==> config.mk <==
export PLATFORM = sky130hd
export DESIGN_NAME = bsg_chip_mem_link_flat
export DESIGN_NICKNAME = d
export VERILOG_FILES = /design/src/rtl/bsg_chip_mem_link_if.sv /design/src/rtl/bsg_chip_mem_link.sv /design/src/flat_wrapper.sv
export SDC_FILE = /design/constraint.sdc
export NUM_CORES = 1
export LEC_CHECK = 0
export ABC_AREA = 0
export BUFFER_PORTS_ARGS = -buffer_cell sky130_fd_sc_hd__buf_2
export CAP_MARGIN = 40
export CORE_AREA = 2 2 168 170
export CTS_BUF_LIST = sky130_fd_sc_hd__clkbuf_8
export DETAILED_ROUTE_END_ITERATION = 16
export DIE_AREA = 0 0 170 172
export PLACE_DENSITY = 0.83
export SKIP_CTS_REPAIR_TIMING = 1
export SYNTH_ARGS = -nofsm -noshare
export SYNTH_HDL_FRONTEND = slang
export SYNTH_SLANG_ARGS = --single-unit
==> constraint.sdc <==
create_clock -name clk_i -period 2.6 [get_ports clk_i]
set_input_delay 0.13 -clock clk_i [delete_from_list [all_inputs] [get_ports clk_i]]
set_output_delay 0.13 -clock clk_i [all_outputs]
set_load 0.01 [all_outputs]
==> src/rtl/bsg_chip_mem_link_if.sv <==
// Core-side command/response and link flit bundle for bsg_chip_mem_link.
// The slave modport is the link block; master is the core/link side that drives it.
interface bsg_chip_mem_link_if #(
    parameter int msg_width_p  = 136,
    parameter int flit_width_p = 32
);
    logic [msg_width_p-1:0]  mem_cmd_i;
    logic                    mem_cmd_v_i;
    logic                    mem_cmd_ready_o;
    logic [flit_width_p-1:0] link_data_o;
    logic                    link_v_o;
    logic                    link_ready_i;
    logic [flit_width_p-1:0] link_data_i;
    logic                    link_v_i;
    logic                    link_ready_o;
    logic [msg_width_p-1:0]  mem_resp_o;
    logic                    mem_resp_v_o;
    logic                    mem_resp_yumi_i;

    modport slave (
        input  mem_cmd_i, mem_cmd_v_i, link_ready_i, link_data_i, link_v_i, mem_resp_yumi_i,
        output mem_cmd_ready_o, link_data_o, link_v_o, link_ready_o, mem_resp_o, mem_resp_v_o
    );

    modport master (
        output mem_cmd_i, mem_cmd_v_i, link_ready_i, link_data_i, link_v_i, mem_resp_yumi_i,
        input  mem_cmd_ready_o, link_data_o, link_v_o, link_ready_o, mem_resp_o, mem_resp_v_o
    );
endinterface

==> src/rtl/bsg_chip_mem_link.sv <==
// Serializes memory commands into link flits and reassembles inbound flits into responses.
// The two directions share only clock and reset.

module bsg_chip_mem_link_chk (
    input logic clk_i,
    input logic reset_i,
    input logic resp_v_i,
    input logic resp_yumi_i
);
    yumi_needs_valid: assert property (@(posedge clk_i) disable iff (!reset_i)
        !(resp_yumi_i && !resp_v_i))
        else $error("bsg_chip_mem_link: mem_resp_yumi_i asserted with no response pending");
endmodule

module bsg_chip_mem_link #(
    parameter int msg_width_p  = 136,
    parameter int flit_width_p = 32
) (
    input  logic               clk_i,
    input  logic               reset_i,
    bsg_chip_mem_link_if.slave link_if
);
    localparam int n_flits_lp   = (msg_width_p + flit_width_p - 1) / flit_width_p;
    localparam int pad_width_lp = n_flits_lp * flit_width_p;
    localparam int cnt_width_lp = (n_flits_lp > 1) ? $clog2(n_flits_lp) : 1;
    localparam logic [cnt_width_lp-1:0] last_cnt_lp = cnt_width_lp'(n_flits_lp - 1);

    localparam logic [0:0] TX_IDLE = 1'b0;
    localparam logic [0:0] TX_SEND = 1'b1;
    localparam logic [0:0] RX_RECV = 1'b0;
    localparam logic [0:0] RX_FULL = 1'b1;

    logic [0:0]              tx_state_q, tx_state_d;
    logic [cnt_width_lp-1:0] tx_cnt_q, tx_cnt_d;
    logic [pad_width_lp-1:0] tx_data_q, tx_data_d;
    logic [0:0]              rx_state_q, rx_state_d;
    logic [cnt_width_lp-1:0] rx_cnt_q, rx_cnt_d;
    logic [pad_width_lp-1:0] rx_data_q, rx_data_d;

    logic tx_hs_s;
    logic tx_last_s;
    logic cmd_ready_s;
    logic cmd_acc_s;
    logic rx_hs_s;

    // Transmit path: the current flit always sits in the low bits of tx_data_q.
    always_comb begin
        tx_state_d = tx_state_q;
        tx_cnt_d   = tx_cnt_q;
        tx_data_d  = tx_data_q;
        tx_hs_s    = (tx_state_q == TX_SEND) && link_if.link_ready_i;
        tx_last_s  = (tx_cnt_q == last_cnt_lp);
        case (tx_state_q)
            TX_IDLE: cmd_ready_s = 1'b1;
            TX_SEND: cmd_ready_s = tx_hs_s && tx_last_s;
            default: cmd_ready_s = 1'b0;
        endcase
        cmd_acc_s = cmd_ready_s && link_if.mem_cmd_v_i;
        if (cmd_acc_s) begin
            tx_state_d = TX_SEND;
            tx_cnt_d   = {cnt_width_lp{1'b0}};
            tx_data_d  = pad_width_lp'(link_if.mem_cmd_i);
        end else if (tx_hs_s) begin
            if (tx_last_s) begin
                tx_state_d = TX_IDLE;
            end else begin
                tx_cnt_d  = tx_cnt_q + cnt_width_lp'(1);
                tx_data_d = tx_data_q >> flit_width_p;
            end
        end else begin
            tx_state_d = tx_state_q;
        end
    end

    // Receive path: flits enter at the top and shift down, so flit 0 ends in the LSBs.
    always_comb begin
        rx_state_d = rx_state_q;
        rx_cnt_d   = rx_cnt_q;
        rx_data_d  = rx_data_q;
        rx_hs_s    = (rx_state_q == RX_RECV) && link_if.link_v_i;
        case (rx_state_q)
            RX_RECV: begin
                if (rx_hs_s) begin
                    rx_data_d = (rx_data_q >> flit_width_p)
                              | (pad_width_lp'(link_if.link_data_i) << (pad_width_lp - flit_width_p));
                    if (rx_cnt_q == last_cnt_lp) begin
                        rx_cnt_d   = {cnt_width_lp{1'b0}};
                        rx_state_d = RX_FULL;
                    end else begin
                        rx_cnt_d = rx_cnt_q + cnt_width_lp'(1);
                    end
                end else begin
                    rx_state_d = RX_RECV;
                end
            end
            RX_FULL: begin
                if (link_if.mem_resp_yumi_i) begin
                    rx_state_d = RX_RECV;
                end else begin
                    rx_state_d = RX_FULL;
                end
            end
            default: rx_state_d = RX_RECV;
        endcase
    end

    // State and data registers for both paths.
    always_ff @(posedge clk_i or negedge reset_i) begin
        if (!reset_i) begin
            tx_state_q <= TX_IDLE;
            tx_cnt_q   <= {cnt_width_lp{1'b0}};
            tx_data_q  <= {pad_width_lp{1'b0}};
            rx_state_q <= RX_RECV;
            rx_cnt_q   <= {cnt_width_lp{1'b0}};
            rx_data_q  <= {pad_width_lp{1'b0}};
        end else begin
            tx_state_q <= tx_state_d;
            tx_cnt_q   <= tx_cnt_d;
            tx_data_q  <= tx_data_d;
            rx_state_q <= rx_state_d;
            rx_cnt_q   <= rx_cnt_d;
            rx_data_q  <= rx_data_d;
        end
    end

    assign link_if.mem_cmd_ready_o = cmd_ready_s;
    assign link_if.link_v_o        = (tx_state_q == TX_SEND);
    assign link_if.link_data_o     = tx_data_q[flit_width_p-1:0];
    assign link_if.link_ready_o    = (rx_state_q == RX_RECV);
    assign link_if.mem_resp_v_o    = (rx_state_q == RX_FULL);
    assign link_if.mem_resp_o      = rx_data_q[msg_width_p-1:0];

    bsg_chip_mem_link_chk chk (
        .clk_i       (clk_i),
        .reset_i     (reset_i),
        .resp_v_i    (link_if.mem_resp_v_o),
        .resp_yumi_i (link_if.mem_resp_yumi_i)
    );
endmodule

==> src/flat_wrapper.sv <==
// flat-port wrapper written by rule: the top's interface ports become plain ports
module bsg_chip_mem_link_flat 
#(
    parameter int msg_width_p  = 136,
    parameter int flit_width_p = 32
)
  (clk_i, reset_i, link_if_mem_cmd_i, link_if_mem_cmd_v_i, link_if_link_ready_i, link_if_link_data_i, link_if_link_v_i, link_if_mem_resp_yumi_i, link_if_mem_cmd_ready_o, link_if_link_data_o, link_if_link_v_o, link_if_link_ready_o, link_if_mem_resp_o, link_if_mem_resp_v_o);
  bsg_chip_mem_link_if #(.msg_width_p(msg_width_p), .flit_width_p(flit_width_p)) link_if_i ();
  input  logic clk_i;
  input  logic reset_i;
  input wire logic [$bits(link_if_i.mem_cmd_i)-1:0] link_if_mem_cmd_i;
  input wire logic [$bits(link_if_i.mem_cmd_v_i)-1:0] link_if_mem_cmd_v_i;
  input wire logic [$bits(link_if_i.link_ready_i)-1:0] link_if_link_ready_i;
  input wire logic [$bits(link_if_i.link_data_i)-1:0] link_if_link_data_i;
  input wire logic [$bits(link_if_i.link_v_i)-1:0] link_if_link_v_i;
  input wire logic [$bits(link_if_i.mem_resp_yumi_i)-1:0] link_if_mem_resp_yumi_i;
  output wire logic [$bits(link_if_i.mem_cmd_ready_o)-1:0] link_if_mem_cmd_ready_o;
  output wire logic [$bits(link_if_i.link_data_o)-1:0] link_if_link_data_o;
  output wire logic [$bits(link_if_i.link_v_o)-1:0] link_if_link_v_o;
  output wire logic [$bits(link_if_i.link_ready_o)-1:0] link_if_link_ready_o;
  output wire logic [$bits(link_if_i.mem_resp_o)-1:0] link_if_mem_resp_o;
  output wire logic [$bits(link_if_i.mem_resp_v_o)-1:0] link_if_mem_resp_v_o;
  assign link_if_i.mem_cmd_i = link_if_mem_cmd_i;
  assign link_if_i.mem_cmd_v_i = link_if_mem_cmd_v_i;
  assign link_if_i.link_ready_i = link_if_link_ready_i;
  assign link_if_i.link_data_i = link_if_link_data_i;
  assign link_if_i.link_v_i = link_if_link_v_i;
  assign link_if_i.mem_resp_yumi_i = link_if_mem_resp_yumi_i;
  assign link_if_mem_cmd_ready_o = link_if_i.mem_cmd_ready_o;
  assign link_if_link_data_o = link_if_i.link_data_o;
  assign link_if_link_v_o = link_if_i.link_v_o;
  assign link_if_link_ready_o = link_if_i.link_ready_o;
  assign link_if_mem_resp_o = link_if_i.mem_resp_o;
  assign link_if_mem_resp_v_o = link_if_i.mem_resp_v_o;
  bsg_chip_mem_link #(.msg_width_p(msg_width_p), .flit_width_p(flit_width_p)) u_core (.clk_i(clk_i), .reset_i(reset_i), .link_if(link_if_i));
endmodule
==> impl_metrics.csv, run 1 <==
group,metric,value,unit
placed_design,port_buffers,345,
cts,clk_pin_slew_worst_paths,0.07,ns
grt,gr-usage-all-layers,21.6,%
grt,grt_pass1_wl,50.9,mm
die,die_h,172,um
cts,cts_max_level,2,
die,start_util,49.1,%
logic_synthesis,synth.cell_area,13500,um^2
worst_setup_path,cp_max_fo,54,
logic_synthesis,yosysTopAreaCellShare,56.4,%
layout,instances_no_fill,2141,
timing,rsz0062_at_grt,"false",
logic_synthesis,yosysSeqAreaShare,56.4,%
grt,grt_pass1_vias,9836,
detailed_routing,vias,11780,
logic_synthesis,ys_types,25,
timing,min_period_over_period,84.5,%
worst_setup_path,r2r-start,"u_core.tx_cnt_q[0]",
layout,layout.nets,1933,
worst_setup_path,crit_type,"register to register",
detailed_routing,wirelength,40.2,mm
cts,clk_path_buf_depth,3,
placed_design,postPlaceCellArea,14400,um^2
detailed_routing,dr.first_iter.drc_count,1421,
layout,drive_above_1_share,25.0,%
timing,setup_viol,0,
timing,fin_skew,0.0195,ns
cts,cts.sinks,304,
detailed_routing,drc,0,
detailed_routing,routedWlPerCell,18.8,um
logic_synthesis,synth.avg_cell_area,9.50,um^2
worst_setup_path,worstReg2RegEnd,"u_core.tx_data_q[85]",
status,outcome,"finished clean",
worst_setup_path,crit_path_start,"u_core.tx_cnt_q[0]",
timing,fin_crit,2.20,ns
worst_setup_path,r2r_slack,0.40,ns
layout,fin_area,17200,um^2
cts,cts_tree,"yes",
logic_synthesis,ys_seq_elements,304,
cts,ctsRootBufferMaster,"clkbuf_8",
logic_synthesis,synth_nets,1599,
worst_setup_path,reg2regPathDepth,6,
logic_synthesis,synth_top_cell_by_area,"dfrtp_1",
power,leakage,9.12,nW
job,max_cap_violations,0,
timing,slew_viol_final,0,
hold_path,hold_path_class,"primary input to register",
die,die_w,170,um
die,die-area,29200,um^2
worst_setup_path,crit_required,3.04,ns
worst_setup_path,endpoint_kind,"register",
cts,insertion_delay,0.57,ns
placed_design,place_congestion,0.858,
grt,antenna_found_initial,3,
grt,grt-ovfl-total,0,
logic_synthesis,yosysWarnings,0,
worst_setup_path,cp-start-kind,"register",
detailed_routing,ant_nets,0,
logic_synthesis,synthCells,1421,
power,power_density,1010,nW/um^2
detailed_routing,first_pass_iters,5,
die,core,27500,um^2
worst_setup_path,crit_end,"u_core.tx_data_q[85]",
power,peakVddDrop,576,uV
die,pin_count,346,
die,rows,61,
grt,grt_max_degree,107,
layout,area_growth,27.5,%
cts,numCtsBuffers,49,
timing,max_freq,455,MHz
logic_synthesis,synth_area_leaders,"dfrtp_1 56%, nand2_1 13%, buf_4 9.4%",
detailed_routing,via_per_inst,5.50,
timing,maxSlewHeadroom,59.4,%
timing,hold_violations,0,
worst_setup_path,cp.arrival,2.64,ns
timing,worstMarginPinSlew,0.610,ns
placed_design,dp_cells,1878,
timing,setup-tns-final,0,ns
placed_design,dp.final_hpwl,22.2,mm
-- Yosys cell counts (all sizes together) --
library cell,number
a221oi,1
nand3,1
nor3,104
a21bo,1
mux2,2
nand4b,1
nand4,1
buf,190
nand2b,1
o21ai,3
ha,4
a22o,35
nor2b,1
inv,112
nor2,2
nand2,484
o211ai,1
o22ai,1
a221o,104
a21oi,2
clkbuf,66
dfrtp,304
-- metal layers --
| layer | share of wire [%] | GRT usage, % |
|---|---|---|
| met3 | 9.4 | 4.88 |
| met1 | 37 | 29.3 |
| met5 | 0 | 0 |
| met4 | 5.1 | 9.18 |
| met2 | 48 | 33.9 |
-- placed cells by master (no fill, tap or decap), drive strengths merged, types with 2 or more instances in the layout --
| master | count |
|---|---|
| ha | 4 |
| a221o | 104 |
| buf | 367 |
| clkbuf | 62 |
| a21oi | 2 |
| nand2 | 484 |
| mux2 | 2 |
| nor2 | 2 |
| o21ai | 3 |
| clkinv | 4 |
| dfrtp | 304 |
| inv | 129 |
| a22o | 35 |
| nor3 | 104 |
| diode | 4 |
| dlygate4sd3 | 172 |
| bufinv | 3 |
-- critical path: stages (launching register included) --
cell,delay (ns)
dfrtp_1,0.38
inv_1,0.08
ha_1,0.24
a21bo_4,0.24
a22o_4,0.42
buf_12,0.28
a221o_1,0.40
-- layout make-up --
cell class	instances	area, um^2
Timing Repair Buffer	539	3790
Antenna cell	4	10.0
Sequential cell	304	7610
Clock inverter	25	196
Fill cell	1953	10300
Clock buffer	62	853
Tap cell	346	433
Multi-Input combinational cell	749	3900
Inverter	112	420
-- kinds of logic (layout without fill, tap and decap cells) --
group / Yosys count / count (layout) / share of synthesized area, %
simple gates: 595 / 595 / 17.6
mux: 2 / 2 / 0.167
buf+inv: 368 / 738 / 15.1
flops: 304 / 304 / 56.4
fa+ha+maj: 4 / 4 / 0.371
compound gates: 148 / 148 / 10.4
other cells: 0 / 4 / 0
-- state kept, by name, summed over array words and instances, names as in the netlist --
name and flops:
u_core.link_if.link_v_o 1, u_core.link_if.mem_resp_v_o 1, u_core.rx_cnt_q 3, u_core.rx_data_q 160, u_core.tx_cnt_q 3, u_core.tx_data_q 136
-- power breakdown --
group / internal (mW) / switching [mW]
Clock: 2.45 / 1.97
Combinational: 2.29 / 3.05
Sequential: 6.37 / 1.25
Total: 11.1 / 6.27
-- stage by stage --
step	hold WS [ns]	power [mW]	setup slack (ns)	util, %
floorplan	-0.166	11.6	0.725	-
global placement	0.0970	12.3	0.569	52.4
detailed placement	0.101	12.5	0.503	52.5
CTS	-0.511	16.9	0.473	56.3
global route	0.0381	18.4	0.309	62.6
finish	0.0449	17.4	0.403	62.6
-- worst min-delay path by stage --
stage	from	to	slack, ns	depth (start not counted)
after detailed placement	reset_i	u_core.tx_cnt_q[0]	0.10	1
after floorplan	reset_i	u_core.link_if.link_v_o	-0.17	0
after CTS	reset_i	u_core.tx_data_q[33]	-0.51	1
final	link_if_link_v_i	u_core.rx_data_q[1]	0.04	4
after global routing	link_if_link_v_i	u_core.rx_data_q[1]	0.04	4
after global placement	reset_i	u_core.tx_cnt_q[0]	0.1	1
Note: power is estimated with default switching activity, not from simulation.
==> run 2, diff against run 1 <==
--- a/config.mk
+++ b/config.mk
@@ -12,7 +12,7 @@
 export CTS_BUF_LIST = sky130_fd_sc_hd__clkbuf_8
 export DETAILED_ROUTE_END_ITERATION = 16
 export DIE_AREA = 0 0 170 172
-export PLACE_DENSITY = 0.83
+export PLACE_DENSITY = 0.86
 export SKIP_CTS_REPAIR_TIMING = 1
 export SYNTH_ARGS = -nofsm -noshare
 export SYNTH_HDL_FRONTEND = slang
==> constraint.sdc (replaced) <==
create_clock -name clk_i -period 2 [get_ports clk_i]
set_input_delay 0.1 -clock clk_i [delete_from_list [all_inputs] [get_ports clk_i]]
set_output_delay 0.1 -clock clk_i [all_outputs]
set_load 0.01 [all_outputs]
==> run 2 against run 1 <==
  * Clock skew rose by 0.00072 ns
  * Routed wire length rose by 3.1%
  * Global-route usage fell by 0.28 points
  * First-iteration DRC count rose by 6.6%
  * Via count rose by 1.9%
  * Clock-buffer cell count did not move
  * Register-to-register slack got worse by 0.34 ns
  * Worst setup slack got worse by 0.34 ns
  * Sequential power rose by 31%
  * Sequential cell count did not move
  * Utilization fell by 0.30 points
  * Largest cell class unchanged
  * Largest power group unchanged
==> impl_metrics.csv, run 2 (synthesis gave the netlist of run 1 again) <==
group,metric,value,unit
die,die-area,29200,um^2
grt,gr-usage-all-layers,21.4,%
placed_design,port_buffers,345,
worst_setup_path,r2r_slack,0.06,ns
cts,ctsRootBufferMaster,"clkbuf_8",
layout,layout.nets,1931,
timing,setup-tns-final,0,ns
layout,mostFrequentLayoutCell,"nand2_1",
detailed_routing,wirelength,41.5,mm
detailed_routing,dr.max_layer_used,"met4",
die,rows,61,
detailed_routing,wl_met2,20.2,mm
die,pin_count,346,
worst_setup_path,cp_max_fo,59,
cts,clk_path_buf_depth,3,
power,leakage,9.09,nW
grt,grt_pass1_wl,50.2,mm
worst_setup_path,critical-path-max-stage-delay,0.43,ns
layout,drive_above_1_share,24.8,%
grt,grt_max_degree,127,
timing,fin_ws,0.0587,ns
die,die_h,172,um
cts,clk_pin_slew_worst_paths,0.08,ns
timing,maxSlewHeadroom,64.5,%
cts,cts.sinks,304,
placed_design,place_congestion,0.839,
power,power_density,1300,nW/um^2
job,max_cap_violations,0,
timing,min_period_over_period,97.1,%
timing,fin_crit,1.94,ns
detailed_routing,routedWlPerCell,19.4,um
layout,area_growth,26.9,%
layout,reg_top3,"u_core.rx_data_q: 160 flops, u_core.tx_data_q: 136 flops",
worst_setup_path,crit_type,"register to register",
detailed_routing,via_per_inst,5.61,
detailed_routing,drc,0,
power,p_comb_share,31.7,%
cts,cts_tree,"yes",
worst_setup_path,crit_cells,6,
timing,hold_violations,0,
placed_design,dp_cells,1877,
timing,setup_viol,0,
cts,cts_max_level,2,
worst_setup_path,cp_num_buf_inv,2,
detailed_routing,dr.first_iter.drc_count,1515,
worst_setup_path,critPathTopFamily,"compound AO/OA/AOI/OAI gates",
layout,largest_reg_flops,160,
grt,grt-ovfl-total,0,
layout,most-common-layout-cells,"484 x nand2_1, 344 x buf_2, 304 x dfrtp_1",
layout,instances_no_fill,2138,
worst_setup_path,cp-start-kind,"register",
placed_design,place_ws,0.134,ns
die,start_util,49.1,%
timing,fin_skew,0.0203,ns
cts,insertion_delay,0.55,ns
power,peakVddDrop,854,uV
hold_path,hold_path_class,"primary input to async pin",
worst_setup_path,path_cells,"inv_1, ha_1, a21bo_4, a22o_4, buf_12, a221o_1",
worst_setup_path,cp.arrival,2.36,ns
die,core,27500,um^2
detailed_routing,vias,12001,
grt,antenna_found_initial,1,
worst_setup_path,reg2regPathDepth,6,
power,p_seq_share,44.6,%
cts,numCtsBuffers,48,
detailed_routing,wl_met1,14.7,mm
power,p_int,14.1,mW
worst_setup_path,endpoint_kind,"register",
timing,rsz0062_at_grt,"false",
layout,top_register,"u_core.rx_data_q",
layout,finish.utilization,62.3,%
status,outcome,"finished clean",
detailed_routing,first_pass_iters,7,
grt,grt_pass1_vias,9925,
detailed_routing,ant_nets,0,
die,die_w,170,um
power,power.total,22.3,mW
timing,worstMarginPinSlew,0.532,ns
worst_setup_path,crit_required,2.42,ns
power,swShare,37.0,%
timing,slew_viol_final,0,
worst_setup_path,cp_slowest_cell,"a221o_1",
detailed_routing,wl_met3,4.02,mm
timing,max_freq,515,MHz
placed_design,dp.final_hpwl,21.9,mm
power,p_switching,8.27,mW
power,pwr-share-clk,23.7,%
[run 2: cell types whose count changed in the layout (fill, tap and decap cells not counted), sizes merged]
cell,before,now
bufinv,3,0
inv,129,130
clkinv,4,5
buf,367,366
diode,4,3
[run 2: worst reg2reg max path, delay by kind of cell, from the launching register on]
family | cells | cell delay [ns]
adders and majority gates | 1 | 0.22
DFF | 1 | 0.38
buffers and inverters | 2 | 0.26
AOI/OAI and AO/OA | 3 | 0.96
[run 2: path summary, 6_finish.rpt]
check	startpoint	endpoint
worst min-delay path	reset_i	u_core.tx_data_q[68]
worst max-delay path	u_core.tx_cnt_q[1]	u_core.tx_data_q[22]
worst max register to register	u_core.tx_cnt_q[1]	u_core.tx_data_q[22]
max in group asynchronous	reset_i	u_core.rx_data_q[10]
min in group clk_i	link_if_link_v_i	u_core.rx_data_q[94]
worst min register to register	u_core.rx_data_q[13]	u_core.rx_data_q[13]
[run 2: power by group through the flow]
| stage | logic, mW | registers [mW] | clock network, mW |
|---|---|---|---|
| 6_report | 7.07 | 9.96 | 5.30 |
| 5_1_grt | 7.71 | 10.1 | 5.68 |
| 4_1_cts | 6.49 | 9.75 | 5.28 |
| 3_5_place_dp | 6.46 | 9.83 | 0 |
| 3_3_place_gp | 6.21 | 9.73 | 0 |
| 2_1_floorplan | 5.73 | 9.35 | 0 |
[run 2: area by class of cell]
class                           instances  area [um^2]
Clock buffer                           62          853
Sequential cell                       304         7610
Timing Repair Buffer                  538         3790
Clock inverter                         24          119
Tap cell                              346          433
Antenna cell                            3         7.51
Fill cell                            1941        10300
Multi-Input combinational cell        749         3900
Inverter                              112          420
[run 2: metal layers]
metal / GRT usage, % / up-vias
met3: 5.70 / 225
met1: 27.5 / 5706
met2: 34.8 / 921
met5: 0 / -
met4: 8.18 / 0
li1: - / 5149
[run 2: per-stage QoR]
step / cell area (um^2) / hold WS, ns
floorplan: 13500 / -0.196
global placement: 14400 / 0.0267
detailed placement: 14400 / 0.0301
CTS: 15400 / -0.572
global route: 17100 / 0.0461
finish: 17100 / 0.0330
==> run 3, diff against run 2 <==
--- a/config.mk
+++ b/config.mk
@@ -6,13 +6,14 @@
 export NUM_CORES = 1
 export LEC_CHECK = 0
 export ABC_AREA = 0
-export BUFFER_PORTS_ARGS = -buffer_cell sky130_fd_sc_hd__buf_2
 export CAP_MARGIN = 40
 export CORE_AREA = 2 2 168 170
 export CTS_BUF_LIST = sky130_fd_sc_hd__clkbuf_8
 export DETAILED_ROUTE_END_ITERATION = 16
 export DIE_AREA = 0 0 170 172
-export PLACE_DENSITY = 0.86
+export DONT_BUFFER_PORTS = 1
+export GPL_TIMING_DRIVEN = 0
+export PLACE_DENSITY = 0.65
 export SKIP_CTS_REPAIR_TIMING = 1
 export SYNTH_ARGS = -nofsm -noshare
 export SYNTH_HDL_FRONTEND = slang
==> run 3 against run 2 <==
  * The run now ends with negative hold slack left
  * Clock skew is 0.0027 ns lower
  * Sequential cell count did not move
  * Routed wire length decreased by 8.8%
  * Die area stayed put
  * Register-to-register slack improved by 0.03 ns
  * Via count fell by 12%
  * Final cell count fell by 4.7%
  * Clock-buffer cell count increased by 3
  * Cell area down 1.6%
  * Worst hold slack lost 0.80 ns
  * Sequential power is 2% lower
  * Critical path type unchanged
==> impl_metrics.csv, run 3 (synthesis gave the netlist of run 1 again) <==
group,metric,value,unit
power,leakage,8.60,nW
grt,busiest_layer,"met2",
power,p_switching,7.83,mW
timing,hold_ws,-0.772,ns
power,swShare,34.4,%
layout,reg_top3,"u_core.rx_data_q: 160 flops, u_core.tx_data_q: 136 flops",
timing,setup_viol,0,
power,p_int,14.9,mW
cts,cts.sinks,304,
layout,top_register,"u_core.rx_data_q",
timing,slew_viol_final,0,
worst_setup_path,cp_num_buf_inv,3,
job,max_cap_violations,0,
timing,worstMarginPinSlew,0.815,ns
timing,setup-tns-final,0,ns
worst_setup_path,crit_type,"register to register",
power,p_seq_share,43.1,%
placed_design,port_buffers,0,
worst_setup_path,cp-start-kind,"register",
grt,grt_pass1_wl,53.8,mm
layout,layout.nets,1826,
power,pwr-share-clk,24.2,%
timing,max_freq,523,MHz
detailed_routing,routedWlPerCell,18.6,um
worst_setup_path,cp.arrival,2.34,ns
timing,fin_ws,0.0885,ns
layout,area_growth,24.8,%
timing,fin_crit,1.91,ns
layout,largest_reg_flops,160,
placed_design,dp_cells,1768,
placed_design,postPlaceCellArea,13900,um^2
die,die-area,29200,um^2
layout,instances_no_fill,2037,
grt,grt_pass1_vias,9448,
grt,grt_max_degree,305,
grt,gr-usage-all-layers,23.9,%
layout,mostFrequentLayoutCell,"nand2_1",
power,power.total,22.7,mW
grt,grt-ovfl-total,0,
worst_setup_path,critical-path-max-stage-delay,0.35,ns
grt,antenna_found_initial,4,
detailed_routing,wirelength,37.8,mm
status,outcome,"complete, but fails checks",
die,core,27500,um^2
grt,grt_util_met3,8.58,%
hold_path,hold_path_class,"primary input to async pin",
placed_design,place_ws,-0.563,ns
worst_setup_path,cp_slowest_cell,"dfrtp_1",
worst_setup_path,cp_max_fo,10,
layout,finish.utilization,61.3,%
die,start_util,49.1,%
timing,min_period_over_period,95.6,%
die,rows,61,
layout,most-common-layout-cells,"484 x nand2_1, 303 x dfrtp_1, 178 x buf_4",
detailed_routing,first_pass_iters,5,
cts,numCtsBuffers,51,
layout,fin_area,16800,um^2
cts,ctsRootBufferMaster,"clkbuf_8",
timing,fin_skew,0.0175,ns
detailed_routing,drc,0,
worst_setup_path,critPathTopFamily,"compound AO/OA/AOI/OAI gates",
power,peakVddDrop,687,uV
die,die_w,170,um
timing,hold_violations,304,
layout,nFillCells,2285,
die,die_h,172,um
cts,insertion_delay,0.57,ns
grt,met2_usage,39.2,%
detailed_routing,via_per_inst,5.17,
status,violations,"negative hold slack",
cts,clk_path_buf_depth,3,
cts,clk_pin_slew_worst_paths,0.06,ns
timing,maxSlewHeadroom,45.7,%
power,power_density,1350,nW/um^2
cts,cts_max_level,2,
cts,cts_tree,"yes",
detailed_routing,vias,10532,
worst_setup_path,crit_required,2.43,ns
placed_design,place_congestion,0.841,
detailed_routing,dr.first_iter.drc_count,754,
power,p_comb_share,32.7,%
layout,drive_above_1_share,17.1,%
worst_setup_path,path_cells,"inv_1, ha_2, a21bo_4, a22o_4, buf_6, buf_4, a221o_1",
worst_setup_path,endpoint_kind,"register",
placed_design,dp.final_hpwl,26.0,mm
detailed_routing,ant_nets,0,
die,pin_count,346,
grt,met1_usage,29.8,%
run 3: path summary, 6_finish.rpt:
path	startpoint	endpoint	slack, ns	cells after the start
worst max-delay path	u_core.tx_cnt_q[0]	u_core.tx_data_q[68]	0.09	7
worst min-delay path	reset_i	u_core.rx_data_q[52]	-0.77	0
worst max register to register	u_core.tx_cnt_q[0]	u_core.tx_data_q[68]	0.09	7
worst min register to register	u_core.rx_data_q[138]	u_core.rx_data_q[106]	0.46	2
max in group asynchronous	reset_i	u_core.tx_data_q[68]	2.08	0
min in group clk_i	link_if_mem_resp_yumi_i	u_core.link_if.mem_resp_v_o	0.18	2
run 3: cell type report:
class	instances	area [um^2]	area share [%]
Inverter	112	420	2.50
Clock buffer	65	895	5.31
Multi-Input combinational cell	749	3880	23.1
Sequential cell	304	7610	45.2
Tap cell	346	433	2.57
Antenna cell	4	10.0	0.0594
Timing Repair Buffer	175	1760	10.4
Buffer	255	1700	10.1
Clock inverter	27	136	0.810
run 3: layer usage:
metal,part of all wire (%),routed length [um],up-vias
met1,41,15700,5113
li1,-,-,4950
met2,49,18400,401
met5,0,0,-
met4,2.6,976,0
met3,7.2,2730,68
run 3: worst reg2reg max path: cells and delay by family, from the launching register on:
kind	cells	cell delay (ns)
flops	1	0.35
buf+inv	3	0.39
fa+ha+maj	1	0.20
compound gates	3	0.84
run 3: power groups by stage:
stage | combinational, mW | clock [mW] | sequential (mW)
floorplan | 5.73 | 0 | 9.35
global placement | 6.81 | 0 | 9.76
detailed placement | 6.94 | 0 | 9.83
CTS | 6.97 | 5.60 | 9.74
global route | 8.17 | 5.90 | 10.0
finish | 7.43 | 5.51 | 9.78
